`config.mk`:
```
export PLATFORM = sky130hd
export DESIGN_NAME = inst_stream_encoder
export DESIGN_NICKNAME = d
export VERILOG_FILES = /design/src/rtl/inst_stream_encoder_pkg.sv /design/src/rtl/inst_field_packer.sv /design/src/rtl/inst_stream_encoder.sv
export SDC_FILE = /design/constraint.sdc
export NUM_CORES = 1
export LEC_CHECK = 0
export ABC_CLOCK_PERIOD_IN_PS = 1900
export BUFFER_PORTS_ARGS = -buffer_cell sky130_fd_sc_hd__buf_2
export CORE_ASPECT_RATIO = 1.5
export CORE_MARGIN = 1.5
export CORE_UTILIZATION = 51
export DETAILED_ROUTE_END_ITERATION = 6
export PLACE_DENSITY = 0.76
export REMOVE_ABC_BUFFERS = 1
export SYNTH_ARGS = -nofsm -noshare
export SYNTH_HDL_FRONTEND = slang
export SYNTH_HIERARCHICAL = 1
export SYNTH_SLANG_ARGS = --single-unit
```
`constraint.sdc`:
```
create_clock -name clk -period 1.9 [get_ports clk]
set_input_delay 0.285 -clock clk [delete_from_list [all_inputs] [get_ports clk]]
set_output_delay 0.285 -clock clk [all_outputs]
set_load 0.03 [all_outputs]
```
`src/rtl/inst_stream_encoder_pkg.sv`:
```
// Shared MIPS encoding constants and the symbolic op enumeration used by the
// program loader (inst_stream_encoder) and its field packer.
package inst_stream_encoder_pkg;

    localparam logic [5:0] OPCODE_RTYPE = 6'b000000;
    localparam logic [5:0] OPCODE_ADDI  = 6'b001000;
    localparam logic [5:0] OPCODE_ORI   = 6'b001101;
    localparam logic [5:0] OPCODE_LW    = 6'b100011;
    localparam logic [5:0] OPCODE_SW    = 6'b101011;
    localparam logic [5:0] OPCODE_BEQ   = 6'b000100;
    localparam logic [5:0] OPCODE_J     = 6'b000010;

    localparam logic [5:0] FUNCT_ADD  = 6'b100000;
    localparam logic [5:0] FUNCT_ADDU = 6'b100001;
    localparam logic [5:0] FUNCT_SUB  = 6'b100010;
    localparam logic [5:0] FUNCT_SUBU = 6'b100011;
    localparam logic [5:0] FUNCT_AND  = 6'b100100;
    localparam logic [5:0] FUNCT_OR   = 6'b100101;
    localparam logic [5:0] FUNCT_SLT  = 6'b101010;
    localparam logic [5:0] FUNCT_SLTU = 6'b101011;

    typedef enum logic [3:0] {
        SOP_NOP     = 4'd0,
        SOP_ADD     = 4'd1,
        SOP_ADDU    = 4'd2,
        SOP_SUB     = 4'd3,
        SOP_SUBU    = 4'd4,
        SOP_AND     = 4'd5,
        SOP_OR      = 4'd6,
        SOP_SLT     = 4'd7,
        SOP_SLTU    = 4'd8,
        SOP_ADDI    = 4'd9,
        SOP_ORI     = 4'd10,
        SOP_LW      = 4'd11,
        SOP_SW      = 4'd12,
        SOP_BEQ     = 4'd13,
        SOP_J       = 4'd14,
        SOP_ILLEGAL = 4'd15
    } sop_e;

    function automatic logic [31:0] pack_r(input logic [4:0] rs, input logic [4:0] rt,
                                           input logic [4:0] rd, input logic [5:0] funct);
        return {OPCODE_RTYPE, rs, rt, rd, 5'b00000, funct};
    endfunction

    function automatic logic [31:0] pack_i(input logic [5:0] opcode, input logic [4:0] rs,
                                           input logic [4:0] rt, input logic [15:0] imm16);
        return {opcode, rs, rt, imm16};
    endfunction

endpackage

```
`src/rtl/inst_field_packer.sv`:
```
// Combinational encoder: symbolic op plus register/immediate fields to a
// 32-bit MIPS instruction word, flagging the reserved op code as illegal.
module inst_field_packer
    import inst_stream_encoder_pkg::*;
(
    input  logic [3:0]  op,
    input  logic [4:0]  rs,
    input  logic [4:0]  rt,
    input  logic [4:0]  rd,
    input  logic [25:0] imm,
    output logic [31:0] word,
    output logic        illegal
);

    always_comb begin
        word    = '0;
        illegal = 1'b0;
        case (sop_e'(op))
            SOP_NOP:  word = '0;
            SOP_ADD:  word = pack_r(rs, rt, rd, FUNCT_ADD);
            SOP_ADDU: word = pack_r(rs, rt, rd, FUNCT_ADDU);
            SOP_SUB:  word = pack_r(rs, rt, rd, FUNCT_SUB);
            SOP_SUBU: word = pack_r(rs, rt, rd, FUNCT_SUBU);
            SOP_AND:  word = pack_r(rs, rt, rd, FUNCT_AND);
            SOP_OR:   word = pack_r(rs, rt, rd, FUNCT_OR);
            SOP_SLT:  word = pack_r(rs, rt, rd, FUNCT_SLT);
            SOP_SLTU: word = pack_r(rs, rt, rd, FUNCT_SLTU);
            SOP_ADDI: word = pack_i(OPCODE_ADDI, rs, rt, imm[15:0]);
            SOP_ORI:  word = pack_i(OPCODE_ORI, rs, rt, imm[15:0]);
            SOP_LW:   word = pack_i(OPCODE_LW, rs, rt, imm[15:0]);
            SOP_SW:   word = pack_i(OPCODE_SW, rs, rt, imm[15:0]);
            SOP_BEQ:  word = pack_i(OPCODE_BEQ, rs, rt, imm[15:0]);
            SOP_J:    word = {OPCODE_J, imm};
            default:  illegal = 1'b1;
        endcase
    end

endmodule

```
`src/rtl/inst_stream_encoder.sv`:
```
// Program loader: encodes a valid/ready stream of symbolic MIPS ops into
// consecutive instruction-memory words while holding the CPU.
// Optional build macro INST_STREAM_ENCODER_CKSUM_EN adds an XOR checksum port.
module inst_stream_encoder
    import inst_stream_encoder_pkg::*;
#(
    parameter int unsigned ADDR_W = 8
) (
    input  logic              clk,
    input  logic              rstn,
    input  logic              start,
    input  logic              in_valid,
    output logic              in_ready,
    input  logic [3:0]        in_op,
    input  logic [4:0]        in_rs,
    input  logic [4:0]        in_rt,
    input  logic [4:0]        in_rd,
    input  logic [25:0]       in_imm,
    input  logic              in_last,
    output logic              im_we,
    output logic [ADDR_W-1:0] im_addr,
    output logic [31:0]       im_wdata,
    output logic              cpu_hold,
    output logic              done,
    output logic              err,
    output logic [ADDR_W:0]   count
`ifdef INST_STREAM_ENCODER_CKSUM_EN
    ,
    output logic [31:0]       cksum
`endif
);

    localparam logic [1:0] ST_IDLE = 2'd0;
    localparam logic [1:0] ST_LOAD = 2'd1;
    localparam logic [1:0] ST_DONE = 2'd2;

    localparam logic [ADDR_W-1:0] PTR_MAX = '1;

    logic [1:0]        state;
    logic [ADDR_W-1:0] ptr;
    logic [31:0]       enc_word;
    logic              enc_illegal;

    inst_field_packer u_packer (
        .op      (in_op),
        .rs      (in_rs),
        .rt      (in_rt),
        .rd      (in_rd),
        .imm     (in_imm),
        .word    (enc_word),
        .illegal (enc_illegal)
    );

    assign in_ready = (state == ST_LOAD);
    assign cpu_hold = (state == ST_LOAD);
    assign done     = (state == ST_DONE);

    always_ff @(posedge clk or negedge rstn) begin
        if (!rstn) begin
            state    <= ST_IDLE;
            ptr      <= '0;
            count    <= '0;
            err      <= 1'b0;
            im_we    <= 1'b0;
            im_addr  <= '0;
            im_wdata <= '0;
`ifdef INST_STREAM_ENCODER_CKSUM_EN
            cksum    <= '0;
`endif
        end else begin
            im_we <= 1'b0;
            case (state)
                ST_IDLE: begin
                    if (start) begin
                        state <= ST_LOAD;
                        ptr   <= '0;
                        count <= '0;
                        err   <= 1'b0;
`ifdef INST_STREAM_ENCODER_CKSUM_EN
                        cksum <= '0;
`endif
                    end
                end
                ST_LOAD: begin
                    if (in_valid) begin
                        if (enc_illegal) begin
                            err <= 1'b1;
                        end else begin
                            im_we    <= 1'b1;
                            im_addr  <= ptr;
                            im_wdata <= enc_word;
                            ptr      <= ptr + 1'b1;
                            count    <= count + 1'b1;
`ifdef INST_STREAM_ENCODER_CKSUM_EN
                            cksum    <= cksum ^ enc_word;
`endif
                        end
                        // Filling the last address without in_last ends the session as an overflow.
                        if (in_last) begin
                            state <= ST_DONE;
                        end else if (!enc_illegal && ptr == PTR_MAX) begin
                            state <= ST_DONE;
                            err   <= 1'b1;
                        end
                    end
                end
                ST_DONE: state <= ST_IDLE;
                default: state <= ST_IDLE;
            endcase
        end
    end

endmodule

```
==> summary.md <==
| Metric | Value |
|---|---|
| Initial Util | `a little over half` |
| Critical Path Source Type | `flip-flop` |
| VDD IR max | `between 0.7 and 0.8 mV` |
| Layout cell share with drive strength beyond 1 | `roughly 28%` |
| Ports | `approximately 100` |
| Post-synthesis compound-gate area fraction | `15.5%` |
| Clk sink count | `61` |
| Power Total | `5390 uW` |
| Pwr Density | `approximately 1300 nW/um^2` |
| Ys Warns | `6` |
| GRT Total Usage | `25.5%` |
| Vias in the first global route | `about 3.0k` |
| GRT busiest layer | `met2` |
| Synth Flop Type | `dfrtp_1` |
| Die Height | `102 um` |
| CP arrival | `~2 ns` |
| Grt met3 use | `4.22%` |
| Setup violations, final | `0` |
| R2r setup slk | `0.08 ns` |
| Reg clk slew, reported paths | `0.07 ns` |
| DR vias/cell | `around 5.5` |
| Final antenna-violating net count | `0` |
| Min-delay src | `in_last` |
| CTS H-tree depth | `3` |
| Status | `complete, no violations` |
| Final wirelength | `around 8.3 mm` |
| Syn_area_per_cell | `8.13 um^2` |
| Largest family of logic cells by synthesized area | `simple AND/OR/NAND/NOR gates` |
| Die area | `7000 um^2` |
| Hold path endpoint | `err` |
| Worst-case reg-to-reg path depth | `4` |
| Register area | `around 1500 um^2` |
| DRC Markers | `0` |
| Async S/R FF share, synth | `100%` |
| Final Max Tran Viols | `0` |
| MaxCap Viol Count | `0` |
| Critical Path RT | `2.12 ns` |
| CTS tree | `built` |
| Worst Skew | `roughly 0.0032 ns` |
| DPL Wire Length | `5.78 mm` |
| DRT Pass-1 Iters | `4` |
| Slowest stage cell, crit path | `or4_4` |
| Max stage delay on crit path | `between 0.5 and 0.6 ns` |
| Worst Hold Depth | `2` |
| Netlist cell types | `47` |
| Multi-input gate area | `approximately 1600 um^2` |
| Sequential area share after synthesis | `a little under half` |
| Mapped Cells | `approximately 410` |
| Placer Congestion | `0.837` |
| Hold Vio Cnt, Final | `0` |
| Final Critical Period | `1.82 ns` |
| Post-Synth Adder-Cell Area | `0.755%` |
| Diode count | `0` |
| Mapped Area | `3320 um^2` |
| Largest net degree at the start of global routing | `62` |
| CTS max path bufs | `2` |
| Synth Area in Simple Gates | `between 20% and 30%` |
| GRT met1 Usage | `roughly a third` |
| Average wire per standard cell | `14.2 um` |
| Synthesis-to-finish area growth | `24.4%` |
| Global-route wire length before repair | `~14 mm` |
| Worst Path Max Fanout | `5` |
| Kind of critical path | `reg -> reg` |
| R2r startpoint | `ptr[1]` |
| Critical-path cell list | `ha_1, nand3_2, or4_4, a311o_1` |
| Max Clk Rate | `0.551 GHz` |
| FILL cells | `slightly below 600` |
| RSZ-0062 raised after global routing | `false` |
| TNS Setup | `0 ns` |
| Vias | `3260` |
| Die X | `around 69 um` |
| M2 GR Usage | `between 40% and 50%` |
| Post-synthesis mux area share | `roughly 2.1%` |
| Post-Synth XOR/XNOR Area | `0%` |
| # port buffers | `a little over 100` |
| Total CTS buffers | `9` |
| Initial antenna violation count | `0` |
| Top delay family on crit path | `simple AND/OR/NAND/NOR gates` |
| Reg2reg end | `state[0]` |
| Root Buffer | `clkbuf_8` |
| Clk_lat worst skew | `between 0.3 and 0.4 ns` |
| Crit end category | `flip-flop` |
| Post-synth EDFFs | `0` |
| Core Footprint | `approximately 6200 um^2` |
| Leak | `between 0.002 and 0.0025 uW` |
| Grt ovf | `0` |
| Seq cells post-synth | `a little over 60` |
| Fin nets | `about 560` |
| First DRT Iteration DRCs | `between 200 and 250` |
| CP Buf/Inv Count | `0` |
| Crit share post-route | `between 90% and 100%` |
| Worst Hold Class | `in -> reg` |
| Site row count | `35` |
-- metal layers --
| layer | vias up | wire length, um |
|---|---|---|
| met3 | 17 | 527 |
| met1 | 1533 | 3450 |
| met2 | 125 | 4220 |
| met4 | 0 | 142 |
| li1 | 1585 | - |
| met5 | - | 0 |
-- logic make-up (layout without fill, tap and decap cells) --
kind of cell / Yosys count / in the layout
other: 1 / 1
buffers and inverters: 38 / 145
flip-flops: 61 / 61
multiplexers: 7 / 7
AND/OR/NAND/NOR: 219 / 219
AO/OA/AOI/OAI: 80 / 80
adder cells (fa/ha/maj): 2 / 2
-- state kept, by name, indices dropped and copies added (netlist names) --
register  cells
im_addr       8
im_we         1
ptr           8
count         9
err           1
im_wdata     32
state         2
-- synthesized netlist by cell type (6+ instances only) --
cell	n	area share, %
nand2_1	147	17
dfrtp_1	61	46
a21oi_1	24	3.6
nor2_1	19	2.2
buf_2	14	2.1
a211oi_1	12	2.7
o21ai_0	12	1.8
nand3_1	10	1.5
inv_1	9	1.0
and2_1	8	1.5
a21boi_0	7	1.6
mux2i_1	7	2.1
o22ai_1	7	1.3
clkbuf_1	6	0.68
nand2b_1	6	1.1
-- layout by cell type, fill, tap and decap left out, types with 4 or more instances in the layout --
cell type / n
inv_1: 9
nand2b_1: 6
buf_4: 15
buf_2: 103
nand3_1: 10
a21boi_0: 7
and2_1: 8
nand4_1: 4
a221oi_1: 5
a211oi_1: 12
a21oi_1: 24
o22ai_1: 7
nor2_1: 19
or3_1: 5
nand2_1: 147
mux2i_1: 7
o21ai_0: 12
clkbuf_8: 11
dfrtp_1: 61
-- report_power, final --
group	leakage, uW	internal [uW]	switching (uW)
clock network	0.000101	665	504
logic	0.00126	664	1580
registers	0.000804	1690	277
total	0.00217	3020	2360
-- repair_timing --
item,4_1_cts,5_1_grt
hold endpoints to repair,61,0
resized for setup,0,0
hold buffers,1,0
buffers inserted,0,0
-- through the flow --
stage	util (%)	hold slack (ns)	cells	setup WS, ns	area [um^2]
CTS	66.3	0.163	589	0.107	4120
floorplan	-	-0.0106	380	-1.68	3160
global placement	63.0	0.321	573	0.134	3920
detailed placement	63.0	0.320	573	0.0666	3920
finish	66.3	0.185	589	0.0848	4120
global route	66.3	0.178	589	0.00869	4120
-- worst reg2reg max path, cell delays in order, from the launching register on --
cell and delay, ns:
dfrtp_1 0.46, ha_1 0.24, nand3_2 0.12, or4_4 0.52
a311o_1 0.36
-- worst max-delay path by stage --
stage	startpoint	end	slack (ns)	depth (start not counted)
detailed placement	in_op[1]	count[5]	0.07	6
floorplan	in_op[1]	count[3]	-1.68	6
CTS	ptr[1]	state[0]	0.11	4
finish	ptr[1]	state[0]	0.08	4
global placement	ptr[1]	state[0]	0.13	4
global route	state[0]	cpu_hold	0.009	2
-- final cells by class --
cell class | count | area share (%)
multi-input combinational | 309 | 39.0
sequential | 61 | 37.0
timing repair buffer | 120 | 16.0
clock buffer | 11 | 3.67
tap | 74 | 2.25
clock inverter | 4 | 1.15
inverter | 10 | 0.910
(Power assumes the default switching activity.)
